<file path="src/rtl/apb_arb_master_pkg.sv">
// Shared widths, FSM state type and command record for the two-requester APB master.
// Round-robin index helper lives here so the arbiter and any future users agree on wrap-around.
package apb_arb_pkg;

    localparam int unsigned ADDR_W    = 32;
    localparam int unsigned DATA_W    = 32;
    localparam int unsigned NUM_REQ   = 2;
    localparam int unsigned REQ_IDX_W = (NUM_REQ > 1) ? $clog2(NUM_REQ) : 1;

    typedef enum logic [1:0] {
        IDLE   = 2'd0,
        SETUP  = 2'd1,
        ACCESS = 2'd2
    } apb_state_e;

    typedef struct packed {
        logic              write;
        logic [ADDR_W-1:0] addr;
        logic [DATA_W-1:0] wdata;
    } apb_cmd_t;

    function automatic logic [REQ_IDX_W-1:0] rr_next(input logic [REQ_IDX_W-1:0] base,
                                                     input int unsigned step);
        int unsigned sum;
        sum = 32'(base) + step;
        return REQ_IDX_W'(sum % NUM_REQ);
    endfunction

endpackage

</file>
<file path="src/rtl/apb_arb_master_if.sv">
// Requester handshake plus APB completer bus for apb_arb_master.
// master = the arbitrating APB master; slave = requesters and APB completer side.
interface apb_arb_master_if;
    import apb_arb_pkg::*;

    logic [NUM_REQ-1:0]             req_valid;
    logic [NUM_REQ-1:0]             req_ready;
    logic [NUM_REQ-1:0]             req_write;
    logic [NUM_REQ-1:0][ADDR_W-1:0] req_addr;
    logic [NUM_REQ-1:0][DATA_W-1:0] req_wdata;
    logic [NUM_REQ-1:0]             rsp_valid;
    logic [DATA_W-1:0]              rsp_rdata;
    logic                           rsp_err;

    logic                           PSELx;
    logic                           PENABLE;
    logic                           PWRITE;
    logic [ADDR_W-1:0]              PADDR;
    logic [DATA_W-1:0]              PWDATA;
    logic [DATA_W-1:0]              PRDATA;
    logic                           PREADY;
    logic                           PSLVERR;

    modport master (
        input  req_valid, req_write, req_addr, req_wdata, PRDATA, PREADY, PSLVERR,
        output req_ready, rsp_valid, rsp_rdata, rsp_err,
               PSELx, PENABLE, PWRITE, PADDR, PWDATA
    );

    modport slave (
        output req_valid, req_write, req_addr, req_wdata, PRDATA, PREADY, PSLVERR,
        input  req_ready, rsp_valid, rsp_rdata, rsp_err,
               PSELx, PENABLE, PWRITE, PADDR, PWDATA
    );

endinterface

</file>
<file path="src/rtl/apb_arb_master_rr_arbiter.sv">
// Round-robin grant selection on a last-granted pointer (reset points at the highest index).
// Latency: combinational grant, pointer updates on the edge where gnt_take is high.
// Backpressure: none; the pointer only advances when the caller accepts the grant.
module apb_rr_arbiter
    import apb_arb_pkg::*;
(
    input  logic                 PCLK,
    input  logic                 PRESETn,
    input  logic [NUM_REQ-1:0]   req_vld,
    input  logic                 gnt_take,
    output logic                 gnt_vld,
    output logic [REQ_IDX_W-1:0] gnt_idx,
    output logic [NUM_REQ-1:0]   gnt_oh
);

    logic [REQ_IDX_W-1:0] last_q;
    logic [REQ_IDX_W-1:0] last_d;
    logic [REQ_IDX_W-1:0] cand;

    // Search starts one past the last winner so the last winner has lowest priority.
    always_comb begin
        gnt_vld = 1'b0;
        gnt_idx = last_q;
        cand    = last_q;
        for (int unsigned i = 1; i <= NUM_REQ; i++) begin
            cand = rr_next(last_q, i);
            if (!gnt_vld && req_vld[cand]) begin
                gnt_vld = 1'b1;
                gnt_idx = cand;
            end
        end
        gnt_oh = '0;
        if (gnt_vld) begin
            gnt_oh[gnt_idx] = 1'b1;
        end
        last_d = (gnt_take && gnt_vld) ? gnt_idx : last_q;
    end

    always_ff @(posedge PCLK or negedge PRESETn) begin
        if (!PRESETn) begin
            last_q <= REQ_IDX_W'(NUM_REQ - 1);
        end else begin
            last_q <= last_d;
        end
    end

endmodule

</file>
<file path="src/rtl/apb_arb_master.sv">
// Two-requester APB master: round-robin grant in IDLE, SETUP/ACCESS phases, registered response.
// Latency: 3 cycles grant->rsp_valid with zero wait states. Backpressure: PREADY stretches ACCESS;
// APB_ARB_MASTER_TIMEOUT_EN bounds the wait at TIMEOUT_CYCLES and returns an error response.
module apb_arb_master
    import apb_arb_pkg::*;
#(
    parameter int unsigned TIMEOUT_CYCLES = 16
) (
    input  logic              PCLK,
    input  logic              PRESETn,
    apb_arb_master_if.master  bus
);

    apb_state_e           state_q, state_d;
    apb_cmd_t             cmd_q, cmd_d;
    logic                 psel_q, psel_d;
    logic                 penable_q, penable_d;
    logic [REQ_IDX_W-1:0] owner_q, owner_d;
    logic [NUM_REQ-1:0]   rsp_valid_q, rsp_valid_d;
    logic [DATA_W-1:0]    rsp_rdata_q, rsp_rdata_d;
    logic                 rsp_err_q, rsp_err_d;
    logic                 run_q, run_d;

    logic                 arb_vld;
    logic [REQ_IDX_W-1:0] arb_idx;
    logic [NUM_REQ-1:0]   arb_oh;
    logic                 grant_take;
    logic                 timeout_hit;

    // run_q keeps the combinational req_ready low while reset is asserted.
    assign grant_take = run_q && (state_q == IDLE) && arb_vld;

    apb_rr_arbiter u_arb (
        .PCLK     (PCLK),
        .PRESETn  (PRESETn),
        .req_vld  (bus.req_valid),
        .gnt_take (grant_take),
        .gnt_vld  (arb_vld),
        .gnt_idx  (arb_idx),
        .gnt_oh   (arb_oh)
    );

`ifdef APB_ARB_MASTER_TIMEOUT_EN
    localparam int unsigned WAIT_W = $clog2(TIMEOUT_CYCLES + 1);

    logic [WAIT_W-1:0] wait_q, wait_d;

    always_comb begin
        timeout_hit = (state_q == ACCESS) && !bus.PREADY &&
                      (wait_q == WAIT_W'(TIMEOUT_CYCLES - 1));
        wait_d      = '0;
        if ((state_q == ACCESS) && !bus.PREADY && !timeout_hit) begin
            wait_d = wait_q + 1'b1;
        end
    end

    always_ff @(posedge PCLK or negedge PRESETn) begin
        if (!PRESETn) begin
            wait_q <= '0;
        end else begin
            wait_q <= wait_d;
        end
    end
`else
    logic [31:0] unused_timeout;

    assign timeout_hit    = 1'b0;
    assign unused_timeout = 32'(TIMEOUT_CYCLES);
`endif

    always_comb begin
        state_d     = state_q;
        cmd_d       = cmd_q;
        psel_d      = psel_q;
        penable_d   = penable_q;
        owner_d     = owner_q;
        rsp_valid_d = '0;
        rsp_rdata_d = rsp_rdata_q;
        rsp_err_d   = rsp_err_q;
        run_d       = 1'b1;
        case (state_q)
            IDLE: begin
                if (grant_take) begin
                    state_d     = SETUP;
                    owner_d     = arb_idx;
                    cmd_d.write = bus.req_write[arb_idx];
                    cmd_d.addr  = bus.req_addr[arb_idx];
                    cmd_d.wdata = bus.req_wdata[arb_idx];
                    psel_d      = 1'b1;
                end
            end
            SETUP: begin
                state_d   = ACCESS;
                penable_d = 1'b1;
            end
            ACCESS: begin
                if (bus.PREADY || timeout_hit) begin
                    state_d              = IDLE;
                    psel_d               = 1'b0;
                    penable_d            = 1'b0;
                    rsp_valid_d[owner_q] = 1'b1;
                    rsp_err_d            = bus.PREADY ? bus.PSLVERR : 1'b1;
                    rsp_rdata_d          = (bus.PREADY && !cmd_q.write) ? bus.PRDATA : '0;
                end
            end
            default: begin
                state_d   = IDLE;
                psel_d    = 1'b0;
                penable_d = 1'b0;
            end
        endcase
    end

    always_ff @(posedge PCLK or negedge PRESETn) begin
        if (!PRESETn) begin
            state_q     <= IDLE;
            cmd_q       <= '0;
            psel_q      <= 1'b0;
            penable_q   <= 1'b0;
            owner_q     <= '0;
            rsp_valid_q <= '0;
            rsp_rdata_q <= '0;
            rsp_err_q   <= 1'b0;
            run_q       <= 1'b0;
        end else begin
            state_q     <= state_d;
            cmd_q       <= cmd_d;
            psel_q      <= psel_d;
            penable_q   <= penable_d;
            owner_q     <= owner_d;
            rsp_valid_q <= rsp_valid_d;
            rsp_rdata_q <= rsp_rdata_d;
            rsp_err_q   <= rsp_err_d;
            run_q       <= run_d;
        end
    end

    assign bus.req_ready = grant_take ? arb_oh : '0;
    assign bus.rsp_valid = rsp_valid_q;
    assign bus.rsp_rdata = rsp_rdata_q;
    assign bus.rsp_err   = rsp_err_q;
    assign bus.PSELx     = psel_q;
    assign bus.PENABLE   = penable_q;
    assign bus.PWRITE    = cmd_q.write;
    assign bus.PADDR     = cmd_q.addr;
    assign bus.PWDATA    = cmd_q.wdata;

endmodule

</file>
<file path="src/flat_wrapper.sv">
// flat-port wrapper written by rule: the top's interface ports become plain ports
module apb_arb_master_flat import apb_arb_pkg::*;
#(
    parameter int unsigned TIMEOUT_CYCLES = 16
)
  (PCLK, PRESETn, bus_req_valid, bus_req_write, bus_req_addr, bus_req_wdata, bus_PRDATA, bus_PREADY, bus_PSLVERR, bus_req_ready, bus_rsp_valid, bus_rsp_rdata, bus_rsp_err, bus_PSELx, bus_PENABLE, bus_PWRITE, bus_PADDR, bus_PWDATA);
  apb_arb_master_if bus_i ();
  input  logic PCLK;
  input  logic PRESETn;
  input wire logic [$bits(bus_i.req_valid)-1:0] bus_req_valid;
  input wire logic [$bits(bus_i.req_write)-1:0] bus_req_write;
  input wire logic [$bits(bus_i.req_addr)-1:0] bus_req_addr;
  input wire logic [$bits(bus_i.req_wdata)-1:0] bus_req_wdata;
  input wire logic [$bits(bus_i.PRDATA)-1:0] bus_PRDATA;
  input wire logic [$bits(bus_i.PREADY)-1:0] bus_PREADY;
  input wire logic [$bits(bus_i.PSLVERR)-1:0] bus_PSLVERR;
  output wire logic [$bits(bus_i.req_ready)-1:0] bus_req_ready;
  output wire logic [$bits(bus_i.rsp_valid)-1:0] bus_rsp_valid;
  output wire logic [$bits(bus_i.rsp_rdata)-1:0] bus_rsp_rdata;
  output wire logic [$bits(bus_i.rsp_err)-1:0] bus_rsp_err;
  output wire logic [$bits(bus_i.PSELx)-1:0] bus_PSELx;
  output wire logic [$bits(bus_i.PENABLE)-1:0] bus_PENABLE;
  output wire logic [$bits(bus_i.PWRITE)-1:0] bus_PWRITE;
  output wire logic [$bits(bus_i.PADDR)-1:0] bus_PADDR;
  output wire logic [$bits(bus_i.PWDATA)-1:0] bus_PWDATA;
  assign bus_i.req_valid = bus_req_valid;
  assign bus_i.req_write = bus_req_write;
  assign bus_i.req_addr = bus_req_addr;
  assign bus_i.req_wdata = bus_req_wdata;
  assign bus_i.PRDATA = bus_PRDATA;
  assign bus_i.PREADY = bus_PREADY;
  assign bus_i.PSLVERR = bus_PSLVERR;
  assign bus_req_ready = bus_i.req_ready;
  assign bus_rsp_valid = bus_i.rsp_valid;
  assign bus_rsp_rdata = bus_i.rsp_rdata;
  assign bus_rsp_err = bus_i.rsp_err;
  assign bus_PSELx = bus_i.PSELx;
  assign bus_PENABLE = bus_i.PENABLE;
  assign bus_PWRITE = bus_i.PWRITE;
  assign bus_PADDR = bus_i.PADDR;
  assign bus_PWDATA = bus_i.PWDATA;
  apb_arb_master #(.TIMEOUT_CYCLES(TIMEOUT_CYCLES)) u_core (.PCLK(PCLK), .PRESETn(PRESETn), .bus(bus_i));
endmodule
</file>
<file path="config.mk">
export PLATFORM = sky130hd
export DESIGN_NAME = apb_arb_master_flat
export DESIGN_NICKNAME = d
export VERILOG_FILES = /design/src/rtl/apb_arb_master_pkg.sv /design/src/rtl/apb_arb_master_if.sv /design/src/rtl/apb_arb_master_rr_arbiter.sv /design/src/rtl/apb_arb_master.sv /design/src/flat_wrapper.sv
export SDC_FILE = /design/constraint.sdc
export NUM_CORES = 1
export LEC_CHECK = 0
export CAP_MARGIN = 20
export CORE_ASPECT_RATIO = 0.5
export CORE_MARGIN = 4
export CORE_UTILIZATION = 39
export CTS_CLUSTER_SIZE = 12
export DETAILED_ROUTE_END_ITERATION = 6
export PLACE_DENSITY_LB_ADDON = 0.05
export SYNTH_ARGS = -nofsm -noshare
export SYNTH_HDL_FRONTEND = slang
export SYNTH_SLANG_ARGS = --single-unit
</file>
<file path="constraint.sdc">
create_clock -name PCLK -period 1.9 [get_ports PCLK]
set_input_delay 0.38 -clock PCLK [delete_from_list [all_inputs] [get_ports PCLK]]
set_output_delay 0.38 -clock PCLK [all_outputs]
set_load 0.01 [all_outputs]
</file>
# After elaboration in Yosys (flattened, before gate mapping)
# Cells that the tools add are included.
# totals
out_inout_bits	104
ff_bits	107
word_cells	71
# classes
n_eq_ne	4
magnitude_cmp	6
reduce_logical	15
mux	30
n_bitwise	2
addsub	2
# op_table
op	count
$mux W32	5
$mux W1	14
$mux W2	6
$lt A1 B2 Y1 const B	4
$reduce_and A2 Y1	4
$logic_and A1 B1 Y1	7
$pmux W1 S3	2
$pmux W2 S3	1
$reduce_and A3 Y1	1
$add A1 B1 Y1 const B	2
$demux W1 S1	2
$eq A2 B1 Y1 const B	1
$eq A2 B2 Y1 const B	1
$ge A1 B1 Y1 const B	2
$logic_not A1 Y1	2
$logic_not A2 Y1	1
$ne A2 B1 Y1 const B	1
$ne A2 B2 Y1 const B	1
$not A1 Y1	2

# Depth between registers and ports, before layout
# logic_depth
word_depth	13
mapped_depth	6
ltp_nobuf	4

# By module
# Synthesis repeated with hierarchy kept, for this count alone.
# unflattened
cells_unflattened	347
hier_area_um2	5479.0
# by_module_without_submodules
mod	seq_area_each_um2	area_each_um2	instances	cells_per_inst
apb_arb_master	2652.5	5406.4	1	338
apb_rr_arbiter	26.3	72.6	1	9

# Worst setup path before layout
# OpenSTA, ideal clock, no wires.
# synth_path
path_kind	register to output
from	reg u_core.state_q[0]
to	out bus_req_ready[0]
setup_slack_ps	178
path_stages_with_launch	5
t_required_ps	1520
arrival_time_ps	1342
cell_sequence	dfrtp_1 or3b_4 buf_6 buf_6 nor3b_4
# synth_between
elab_chain_len	4
# synth_lines
item	line	rtl
from (decl)	apb_arb_master.sv:14	apb_state_e state_q, state_d;
from (signal assigned)	apb_arb_master.sv:126	state_q <= state_d;
$logic_not A2 Y1	apb_arb_master.sv:31	assign grant_take = run_q && (state_q == IDLE) && arb_vld;
$logic_and A1 B1 Y1 (2 in a row)	apb_arb_master.sv:31	
$mux W2	apb_arb_master.sv:138	assign bus.req_ready = grant_take ? arb_oh : '0;
to (decl)	flat_wrapper.sv:17	output wire logic [$bits(bus_i.req_ready)-1:0] bus_req_ready;
# Every way passes these cells.

# Final worst setup path
# Same ends and word-level chain as after synthesis.

==> impl_metrics.env <==
export IMPL_status="complete, no violations"
export IMPL_sw_frac_of_total_pct=32.4
export IMPL_path_delay_family="simple AND/OR/NAND/NOR gates"
export IMPL_core_um2=12100
export IMPL_cp_depth=3
export IMPL_synth_area_per_cell_um2=10.6
export IMPL_holdPathEnd="u_core.bus.rsp_valid[0]"
export IMPL_hpwl_um=11600
export IMPL_yosysTopAreaCell="dfrtp_1"
export IMPL_setup_violations=0
export IMPL_cts_tree="yes"
export IMPL_place_gp_congestion=0.811
export IMPL_synth_seq_area_share_pct=54.0
export IMPL_layout_drive_gt1_share_pct=12.4
export IMPL_cts_sinks=107
export IMPL_grt_pass1_vias=4784
export IMPL_drt_iter0_drc=347
export IMPL_wl_per_cell_um=18.1
export IMPL_synth_top_flop_cell="dfrtp_1"
export IMPL_fin_tns_setup_ns=0
export IMPL_nets=896
export IMPL_clock_latency_ns=0.34
export IMPL_cts_clk_slew_worst_paths_ns=0.07
export IMPL_power_switching_mw=3.57
export IMPL_p_int_mw=7.43
export IMPL_detail_route_antenna_nets=0
export IMPL_vias=4637
export IMPL_synth_edf_count=0
export IMPL_yosys_warnings=0
export IMPL_synth_cell_type_count=26
export IMPL_grt_pass1_wl_um=25700
export IMPL_multi_input_area_um2=2060
export IMPL_clockPowerShare_pct=18.5
export IMPL_wirelength_um=16200
export IMPL_layout_setup_ws_ns=0.00821
export IMPL_crit_required_ns=1.52
export IMPL_synth_top_family_by_area="simple AND/OR/NAND/NOR gates"
export IMPL_fill_cells=985
export IMPL_synth_nets=635
export IMPL_antenna_found_initial=0
export IMPL_dp_slack_ns=-0.265
export IMPL_clock_tree_root_cell="clkbuf_16"
export IMPL_rrSetupSlack_ns=0.09
export IMPL_globalRouteTotalUtil_pct=21.8
export IMPL_fin_crit_sh_pct=99.6
export IMPL_start_util_pct=40.9
export IMPL_cp_cell_sequence="or3b_4, nor3b_4, buf_6"
export IMPL_synth_xor_area_share_pct=0
export IMPL_tightestPinTransition_ns=0.613
export IMPL_r2r_start="u_core.run_q"
export IMPL_ir_drop_mv=0.683
export IMPL_max_slew_margin_pct=59.2
export IMPL_yosysMostFrequentCell="dfrtp_1"
export IMPL_min_path_cells=1
export IMPL_synth_top_area_share_pct=53.5
export IMPL_yosys_area_share_adder_pct=0
export IMPL_syn_to_final_growth_pct=66.4
export IMPL_maxSlewViolCount=0
export IMPL_post_dp_cell_area_um2=7900
export IMPL_die_w_um=167
export IMPL_htree_levels=3
export IMPL_route_detailed_drc=0
export IMPL_slowest_delay_ns=0.43
export IMPL_cpMaxStageDelayCell="or3b_4"
export IMPL_crit_arrival_ns=1.51
export IMPL_max_cap_viol_count=0
export IMPL_die_y_um=87.7
export IMPL_dieArea_um2=14700
export IMPL_min_delay_start="u_core.owner_q"
export IMPL_finish_instance_area_um2=8250
export IMPL_netlist_top_cells_count="dfrtp_1, nand2_1, a221o_1"
export IMPL_first_pass_iters=4
export IMPL_crit_buf_inv=1
export IMPL_period_minus_slack_ns=1.89
export IMPL_syn_inst=467
export IMPL_utilization_pct=68.1
export IMPL_worstSetupStartpointType="flip-flop"
export IMPL_rsz0062_at_grt="true"
export IMPL_yosys_area_share_simple_pct=23.5
export IMPL_overflow=0
export IMPL_p_leak_nw=3.43
export IMPL_finalHoldViolations=0
export IMPL_syn_area_um2=4960
export IMPL_async_flop_share_pct=100
export IMPL_antenna_cells=0
export IMPL_cp_max_fo=2
export IMPL_worstRegToRegCells=5
export IMPL_synth_mux_area_share_pct=0.227
export IMPL_grt_max_degree=66
export IMPL_rr_endpoint="u_core.bus.PWDATA[16]"
export IMPL_cts_max_path_buffers=2
export IMPL_boundaryPins=272
export IMPL_ys_seq_elements=107
export IMPL_comb_power_share_pct=45.9
export IMPL_synth_compound_gate_area_share_pct=17.2
export IMPL_port_buffers=271
export IMPL_seqPwrFrac_pct=35.6
export IMPL_fin_worst_skew_ns=0.00784
export IMPL_synth_area_leaders="dfrtp_1, a221o_1, nor3_2"
export IMPL_cts_buffers=9
export IMPL_crit_type="reg2out"
export IMPL_viasPerCell=5.16
export IMPL_regArea_um2=2680
export IMPL_hold_class="reg2reg"
export IMPL_rows=28
export IMPL_crit_path_end_kind="primary output"
export IMPL_fmax_mhz=529
export IMPL_power_density_nw_per_um2=1330
cell usage in the layout, fill, tap and decap left out:
cell,netlist,final
clkdlybuf4s50_1,0,267
dfrtp_1,106,106
nand2_1,98,98
a221o_1,65,65
nor3_2,39,39
nand2b_1,32,32
o21ai_0,28,28
nor3_1,26,26
buf_4,1,18
clkbuf_16,0,9
o21ai_1,7,6
buf_12,0,5
inv_1,4,4
clkinv_4,0,3
buf_6,5,3
nor3b_4,1,2
nand3b_1,2,2
nor2_1,2,2
a21oi_1,2,2
o21a_1,2,2
bufinv_16,0,2
buf_2,15,2
nor2b_4,0,1
or3b_4,1,1
and3_4,0,1
o21ai_4,0,1
mux2_2,1,1
inv_6,0,1
clkinv_2,0,1
dlygate4sd3_1,0,1
conb_1,1,1
dfstp_2,1,1
final cells by class:
type / count / area share (%)
multi-input combinational: 310 / 25.0
timing repair buffer: 296 / 35.9
clock buffer: 9 / 2.73
sequential: 107 / 32.5
clock inverter: 7 / 1.21
tap: 165 / 2.50
inverter: 4 / 0.182
worst max-delay path by stage:
| stage | startpoint | to | slack (ns) |
|---|---|---|---|
| 3_5_place_dp | bus_req_valid[1] | bus_req_ready[0] | -0.27 |
| 6_report | u_core.state_q[0] | bus_req_ready[0] | 0.008 |
| 5_1_grt | u_core.state_q[0] | bus_req_ready[0] | -0.04 |
| 2_1_floorplan | u_core.state_q[0] | bus_req_ready[0] | 0.18 |
| 3_3_place_gp | bus_req_valid[1] | bus_req_ready[0] | -0.23 |
| 4_1_cts | u_core.state_q[0] | bus_req_ready[0] | -0.01 |
power by group through the flow:
stage	Combinational, mW	Sequential [mW]	Clock, mW
after CTS	5.13	3.91	2.07
final	5.05	3.91	2.03
after floorplan	1.64	4.36	0
after detailed placement	5.12	3.91	0
after global placement	5.04	3.91	0
after global routing	5.44	4.05	2.18
kinds of logic (layout without fill, tap and decap cells):
family | Yosys count | count (layout)
AND/OR/NAND/NOR | 204 | 204
multiplexers | 1 | 1
AO/OA/AOI/OAI | 104 | 104
other | 1 | 1
buffers and inverters | 50 | 316
flip-flops | 107 | 107
stage by stage:
stage | cells | total power, mW | hold WS (ns)
2_1_floorplan | 467 | 5.99 | 0.0844
3_5_place_dp | 881 | 9.02 | 0.370
3_3_place_gp | 881 | 8.96 | 0.370
6_report | 898 | 11.0 | 0.429
4_1_cts | 898 | 11.1 | 0.429
5_1_grt | 898 | 11.7 | 0.434
state kept, by name, indices dropped and copies added, names as in the netlist:
register	flops
u_core.bus.PADDR	32
u_core.bus.PENABLE	1
u_core.bus.PSELx	1
u_core.bus.PWDATA	32
u_core.bus.PWRITE	1
u_core.bus.rsp_err	1
u_core.bus.rsp_rdata	32
u_core.bus.rsp_valid	2
u_core.owner_q	1
u_core.run_q	1
u_core.state_q	2
u_core.u_arb.last_q	1
metal layers:
metal  global-route usage (%)  vias to the layer above  share of wire, %
met3                     7.89                       19               8.4
met5                        0                        -                 0
met2                     36.8                      163                48
li1                         -                     2194                 -
met1                     27.8                     2261                42
met4                     3.83                        0               1.3
timing repair:
item                                    4_1_cts  5_1_grt
endpoints found under the hold margin         9        0
endpoints found under the setup margin       67        2
gates resized for setup                      12        1
pin swaps                                     1        1
hold buffers                                  1        0
setup buffers                                 0        0
(Power assumes the default switching activity.)
